`config.mk`:
```
export PLATFORM = sky130hd
export DESIGN_NAME = axi_rd_arbiter
export DESIGN_NICKNAME = d
export VERILOG_FILES = /design/src/rtl/axi_rd_arbiter.sv
export SDC_FILE = /design/constraint.sdc
export NUM_CORES = 1
export LEC_CHECK = 0
export ABC_AREA = 0
export CAP_MARGIN = 20
export CORE_AREA = 2 2 99 101
export DETAILED_ROUTE_END_ITERATION = 10
export DIE_AREA = 0 0 101 103
export GPL_TIMING_DRIVEN = 0
export SKIP_CTS_REPAIR_TIMING = 1
export SYNTH_ARGS = -nofsm -noshare
export SYNTH_HDL_FRONTEND = slang
export SYNTH_SLANG_ARGS = --single-unit
```
`constraint.sdc`:
```
create_clock -name CLK -period 1.99 [get_ports CLK]
set_input_delay 0.2985 -clock CLK [delete_from_list [all_inputs] [get_ports CLK]]
set_output_delay 0.2985 -clock CLK [all_outputs]
set_load 0.1 [all_outputs]
```
`src/rtl/axi_rd_arbiter.sv`:
```
// Round-robin arbiter letting M_NUM AXI read masters share one read slave, one burst in flight.
// Optional: define AXI_RD_ARB_ERR_RESP_EN to answer reserved-burst (2'b11) requests locally with SLVERR.
module axi_rd_arbiter #(
  parameter int unsigned M_NUM    = 2,
  parameter int unsigned ID_WIDTH = 2
) (
  input  logic                         CLK,
  input  logic                         RST,
  input  logic [M_NUM*ID_WIDTH-1:0]    M_RD_ADDR_ID,
  input  logic [M_NUM*32-1:0]          M_RD_ADDR,
  input  logic [M_NUM*8-1:0]           M_RD_ADDR_LEN,
  input  logic [M_NUM*2-1:0]           M_RD_ADDR_BURST,
  input  logic [M_NUM-1:0]             M_RD_ADDR_VALID,
  output logic [M_NUM-1:0]             M_RD_ADDR_READY,
  output logic [M_NUM*ID_WIDTH-1:0]    M_RD_BACK_ID,
  output logic [M_NUM*32-1:0]          M_RD_DATA,
  output logic [M_NUM*2-1:0]           M_RD_DATA_RESP,
  output logic [M_NUM-1:0]             M_RD_DATA_LAST,
  output logic [M_NUM-1:0]             M_RD_DATA_VALID,
  input  logic [M_NUM-1:0]             M_RD_DATA_READY,
  output logic [ID_WIDTH-1:0]          S_RD_ADDR_ID,
  output logic [31:0]                  S_RD_ADDR,
  output logic [7:0]                   S_RD_ADDR_LEN,
  output logic [1:0]                   S_RD_ADDR_BURST,
  output logic                         S_RD_ADDR_VALID,
  input  logic                         S_RD_ADDR_READY,
  input  logic [ID_WIDTH-1:0]          S_RD_BACK_ID,
  input  logic [31:0]                  S_RD_DATA,
  input  logic [1:0]                   S_RD_DATA_RESP,
  input  logic                         S_RD_DATA_LAST,
  input  logic                         S_RD_DATA_VALID,
  output logic                         S_RD_DATA_READY
);

  localparam int unsigned GW = (M_NUM > 1) ? $clog2(M_NUM) : 1;

  typedef enum logic [2:0] {
    S_IDLE,
    S_ADDR,
    S_DATA
`ifdef AXI_RD_ARB_ERR_RESP_EN
    ,
    S_ERR,
    S_ERR_DATA
`endif
  } state_t;

  state_t        r_state, w_nxt_state;
  logic [GW-1:0] r_grant, w_nxt_grant;
  logic [GW-1:0] r_last_grant, w_nxt_last;
  logic          w_found;
  logic [GW-1:0] w_pick;

`ifdef AXI_RD_ARB_ERR_RESP_EN
  logic [7:0]          r_cnt, w_nxt_cnt;
  logic [7:0]          r_err_len, w_nxt_err_len;
  logic [ID_WIDTH-1:0] r_err_id, w_nxt_err_id;
  logic [1:0]          w_pick_burst;
`endif

  // Round-robin pick: first valid master scanning upward from the one after last_grant.
  always_comb begin
    w_found = 1'b0;
    w_pick  = '0;
`ifdef AXI_RD_ARB_ERR_RESP_EN
    w_pick_burst = '0;
`endif
    for (int i = 1; i <= int'(M_NUM); i++) begin
      for (int k = 0; k < int'(M_NUM); k++) begin
        if (!w_found && M_RD_ADDR_VALID[k] && (k == (int'(r_last_grant) + i) % int'(M_NUM))) begin
          w_found = 1'b1;
          w_pick  = GW'(k);
`ifdef AXI_RD_ARB_ERR_RESP_EN
          w_pick_burst = M_RD_ADDR_BURST[k*2 +: 2];
`endif
        end
      end
    end
  end

  always_ff @(posedge CLK) begin
    if (RST) begin
      r_state      <= S_IDLE;
      r_grant      <= '0;
      r_last_grant <= GW'(M_NUM - 1);
`ifdef AXI_RD_ARB_ERR_RESP_EN
      r_cnt        <= '0;
      r_err_len    <= '0;
      r_err_id     <= '0;
`endif
    end else begin
      r_state      <= w_nxt_state;
      r_grant      <= w_nxt_grant;
      r_last_grant <= w_nxt_last;
`ifdef AXI_RD_ARB_ERR_RESP_EN
      r_cnt        <= w_nxt_cnt;
      r_err_len    <= w_nxt_err_len;
      r_err_id     <= w_nxt_err_id;
`endif
    end
  end

  // Next state plus the grant-steered AR/R muxes; everything idles at zero.
  always_comb begin
    w_nxt_state     = r_state;
    w_nxt_grant     = r_grant;
    w_nxt_last      = r_last_grant;
    M_RD_ADDR_READY = '0;
    M_RD_BACK_ID    = '0;
    M_RD_DATA       = '0;
    M_RD_DATA_RESP  = '0;
    M_RD_DATA_LAST  = '0;
    M_RD_DATA_VALID = '0;
    S_RD_ADDR_ID    = '0;
    S_RD_ADDR       = '0;
    S_RD_ADDR_LEN   = '0;
    S_RD_ADDR_BURST = '0;
    S_RD_ADDR_VALID = 1'b0;
    S_RD_DATA_READY = 1'b0;
`ifdef AXI_RD_ARB_ERR_RESP_EN
    w_nxt_cnt     = r_cnt;
    w_nxt_err_len = r_err_len;
    w_nxt_err_id  = r_err_id;
`endif
    case (r_state)
      S_IDLE: begin
        if (w_found) begin
          w_nxt_grant = w_pick;
`ifdef AXI_RD_ARB_ERR_RESP_EN
          w_nxt_state = (w_pick_burst == 2'b11) ? S_ERR : S_ADDR;
`else
          w_nxt_state = S_ADDR;
`endif
        end
      end
      S_ADDR: begin
        S_RD_ADDR_VALID = 1'b1;
        for (int k = 0; k < int'(M_NUM); k++) begin
          if (GW'(k) == r_grant) begin
            S_RD_ADDR_ID       = M_RD_ADDR_ID[k*ID_WIDTH +: ID_WIDTH];
            S_RD_ADDR          = M_RD_ADDR[k*32 +: 32];
            S_RD_ADDR_LEN      = M_RD_ADDR_LEN[k*8 +: 8];
            S_RD_ADDR_BURST    = M_RD_ADDR_BURST[k*2 +: 2];
            M_RD_ADDR_READY[k] = S_RD_ADDR_READY;
          end
        end
        if (S_RD_ADDR_READY) w_nxt_state = S_DATA;
      end
      S_DATA: begin
        for (int k = 0; k < int'(M_NUM); k++) begin
          if (GW'(k) == r_grant) begin
            M_RD_BACK_ID[k*ID_WIDTH +: ID_WIDTH] = S_RD_BACK_ID;
            M_RD_DATA[k*32 +: 32]                = S_RD_DATA;
            M_RD_DATA_RESP[k*2 +: 2]             = S_RD_DATA_RESP;
            M_RD_DATA_LAST[k]                    = S_RD_DATA_LAST;
            M_RD_DATA_VALID[k]                   = S_RD_DATA_VALID;
            S_RD_DATA_READY                      = M_RD_DATA_READY[k];
          end
        end
        // Only LAST closes the burst; beats are never counted here.
        if (S_RD_DATA_VALID && S_RD_DATA_READY && S_RD_DATA_LAST) begin
          w_nxt_state = S_IDLE;
          w_nxt_last  = r_grant;
        end
      end
`ifdef AXI_RD_ARB_ERR_RESP_EN
      S_ERR: begin
        for (int k = 0; k < int'(M_NUM); k++) begin
          if (GW'(k) == r_grant) begin
            M_RD_ADDR_READY[k] = 1'b1;
            w_nxt_err_id       = M_RD_ADDR_ID[k*ID_WIDTH +: ID_WIDTH];
            w_nxt_err_len      = M_RD_ADDR_LEN[k*8 +: 8];
          end
        end
        w_nxt_cnt   = '0;
        w_nxt_state = S_ERR_DATA;
      end
      S_ERR_DATA: begin
        for (int k = 0; k < int'(M_NUM); k++) begin
          if (GW'(k) == r_grant) begin
            M_RD_BACK_ID[k*ID_WIDTH +: ID_WIDTH] = r_err_id;
            M_RD_DATA_RESP[k*2 +: 2]             = 2'b10;
            M_RD_DATA_LAST[k]                    = (r_cnt == r_err_len);
            M_RD_DATA_VALID[k]                   = 1'b1;
            if (M_RD_DATA_READY[k]) begin
              w_nxt_cnt = r_cnt + 8'd1;
              if (r_cnt == r_err_len) begin
                w_nxt_state = S_IDLE;
                w_nxt_last  = r_grant;
              end
            end
          end
        end
      end
`endif
      default: w_nxt_state = S_IDLE;
    endcase
  end

endmodule

```
==> flow_metrics.tcl <==
set metrics [dict create \
    synth_warnings 0 \
    slowest_stage "clkbuf_2" \
    clock-sinks 4 \
    drt_iter0_markers 23 \
    routabilityCongestion 0.772 \
    grt_pass1_vias 2348 \
    cts_htree_levels 1 \
    postSynth.asyncResetShare 0 \
    skew_ns 0.000946 \
    syn-cell-area_sq_um 1470 \
    core_area_sq_um 9460 \
    vias 2400 \
    max_cap_viol_count 0 \
    syn_nets 343 \
    drive_gt1_frac 0.343 \
    relSlewSlack 0.621 \
    die_w_um 101 \
    grt.overflow.total 0 \
    cpPeakStageDelay_ns 0.46 \
    leakage_uw 0.00178 \
    numCtsBuffers 3 \
    io_buffers 256 \
    final_cell_area_sq_um 3920 \
    endpoint_kind "primary output" \
    start_kind "flop" \
    dr.pass1.iters 4 \
    setup_viol 0 \
    drc 0 \
    synth_top_flop_cell "dfxtp_1" \
    max_freq_ghz 0.528 \
    grt_max_degree 11 \
    status "completed" \
    worst_pin_slew_ns 0.570 \
    post-synth-top-count-cell "and2_1" \
    p_per_area_nw_per_um2 442 \
    finalHoldViolations 0 \
    path_clk_slew_ns 0.03 \
    wl_um 7790 \
    antenna_found_initial 0 \
    path_cells "nand2b_1 -> buf_2 -> inv_2 -> nand2_1 -> nor2_2 -> clkbuf_2" \
    fin_crit_sh 0.953 \
    grt_pass1_wl_um 11100 \
    area_growth_pct 168 \
    yosys-top-cells-area "and2_1 (32%), mux2i_1 (31%), nor2_1 (12%), buf_6 (6.9%), dfxtp_1 (5.5%)" \
    dp.cells 580 \
    cts_root_buf "clkbuf_8" \
    period_minus_slack_ns 1.90 \
    gr-usage-all-layers 0.131 \
    total_power_uw 1740 \
    cts_tree "built" \
    start_util 0.155 \
    die_area_sq_um 10400 \
    rows 36 \
    clock_path_buffers 2 \
    slew_violations 0 \
    fin_util 0.415 \
    cp_max_fo 9 \
    synth_common_cells "and2_1 (76), nor2_1 (46), mux2i_1 (45)" \
    stdcell_count 583 \
    wl_per_cell_um 13.4 \
    num_antenna_cells 0 \
    rsz0062_at_grt "false" \
    dpl_cell_area_sq_um 4190 \
    syn_inst 210 \
    dpl.hpwl_um 6970 \
    cp_data_arrival_time_ns 1.60 \
    synth_seq_cells 4 \
    ant_nets 0 \
    yosysSeqAreaShare 0.0546 \
    viasPerCell 4.12 \
    synth-edff-count 0 \
    yosysTopAreaCell "and2_1" \
    nets 604 \
    fp.dieH_um 103 \
    peakVddDrop_v 0.000290 \
    crit_required_ns 1.69 \
    clock_latency_ns 0.21 \
    yosys.area.top_type_share 0.324 \
    ys_types 23 \
    fin_hold_ws_ns 0.472 \
    syn_avg_cell_area_sq_um 6.98 \
    worstSetupPathType "flop to primary output" \
    io_pins 257 \
    hold_class "flop to flop" \
]
==> flip-flops by register name, summed over array words and instances, names as in the netlist <==
register,cells
r_grant,1
r_last_grant,1
r_state,2
==> cell type report <==
type,instances,area [sq um]
Buffer,19,160
Clock buffer,3,41.3
Fill cell,1016,5540
Inverter,2,7.51
Multi-Input combinational cell,185,1250
Sequential cell,4,82.6
Tap cell,114,143
Timing Repair Buffer,256,2240
==> power breakdown <==
group / switching [uW] / leakage, uW / internal, uW
sequential: 7.45 / 0.0000335 / 86.9
clock: 38.6 / 0.0000216 / 129
combinational: 1010 / 0.00172 / 465
total: 1060 / 0.00178 / 680
==> critical path, delay by kind of cell (launching register included) <==
kind,cells,cell delay (ns)
AND/OR/NAND/NOR,3,0.30
flip-flops,1,0.35
buffers and inverters,3,0.72
==> logic make-up after synthesis <==
kind of cell / Yosys count / share of synthesized area
simple gates: 132 / 0.486
buf+inv: 21 / 0.108
compound gates: 8 / 0.0444
mux: 45 / 0.307
flops: 4 / 0.0546
==> stage by stage <==
step / setup slack, ns / setup TNS (ns)
after floorplan: -0.398 / -15.54
after global placement: -0.636 / -62.76
after detailed placement: -0.644 / -62.67
after CTS: -0.881 / -91.74
after global routing: 0.000758 / 0
final: 0.0945 / 0
==> metal layers <==
metal | GRT usage | vias up | wire length [um]
met4 | 0.0249 | 0 | 19
met1 | 0.131 | 1039 | 2660
met3 | 0.0353 | 2 | 889
met5 | 0 | - | 0
li1 | - | 1203 | -
met2 | 0.270 | 156 | 4220
==> worst paths after layout <==
path,start,endpoint,slack [ns],cells after the start
worst max-delay path,r_state[1]$_SDFFE_PP0P_,M_RD_ADDR_READY[0],0.09,6
worst max register to register,r_grant$_SDFFE_PP0P_,r_state[1]$_SDFFE_PP0P_,0.82,4
worst min-delay path,r_last_grant$_SDFFE_PP1P_,r_last_grant$_SDFFE_PP1P_,0.47,2
worst min register to register,r_last_grant$_SDFFE_PP1P_,r_last_grant$_SDFFE_PP1P_,0.47,2
==> cell usage in the layout, fill, tap and decap left out <==
cell type and instances:
o31ai_1 2, inv_2 1, o21bai_1 1, and3b_4 1, a2111oi_0 1, nor2_2 7, inv_1 1, a21oi_1 2
mux2i_1 44, and2_1 76, a41oi_2 1, nor2_1 40, nand2b_4 1, buf_4 31, buf_6 19, a211oi_1 1
clkbuf_8 3, buf_2 12, nand2_1 4, clkdlybuf4s50_1 132, dfxtp_1 2, clkbuf_2 17, clkbuf_4 63, nor3_1 1
mux2i_2 1, buf_8 1, dfxtp_2 2, and3_2 1, nand2b_1 1
(Power assumes the default switching activity.)
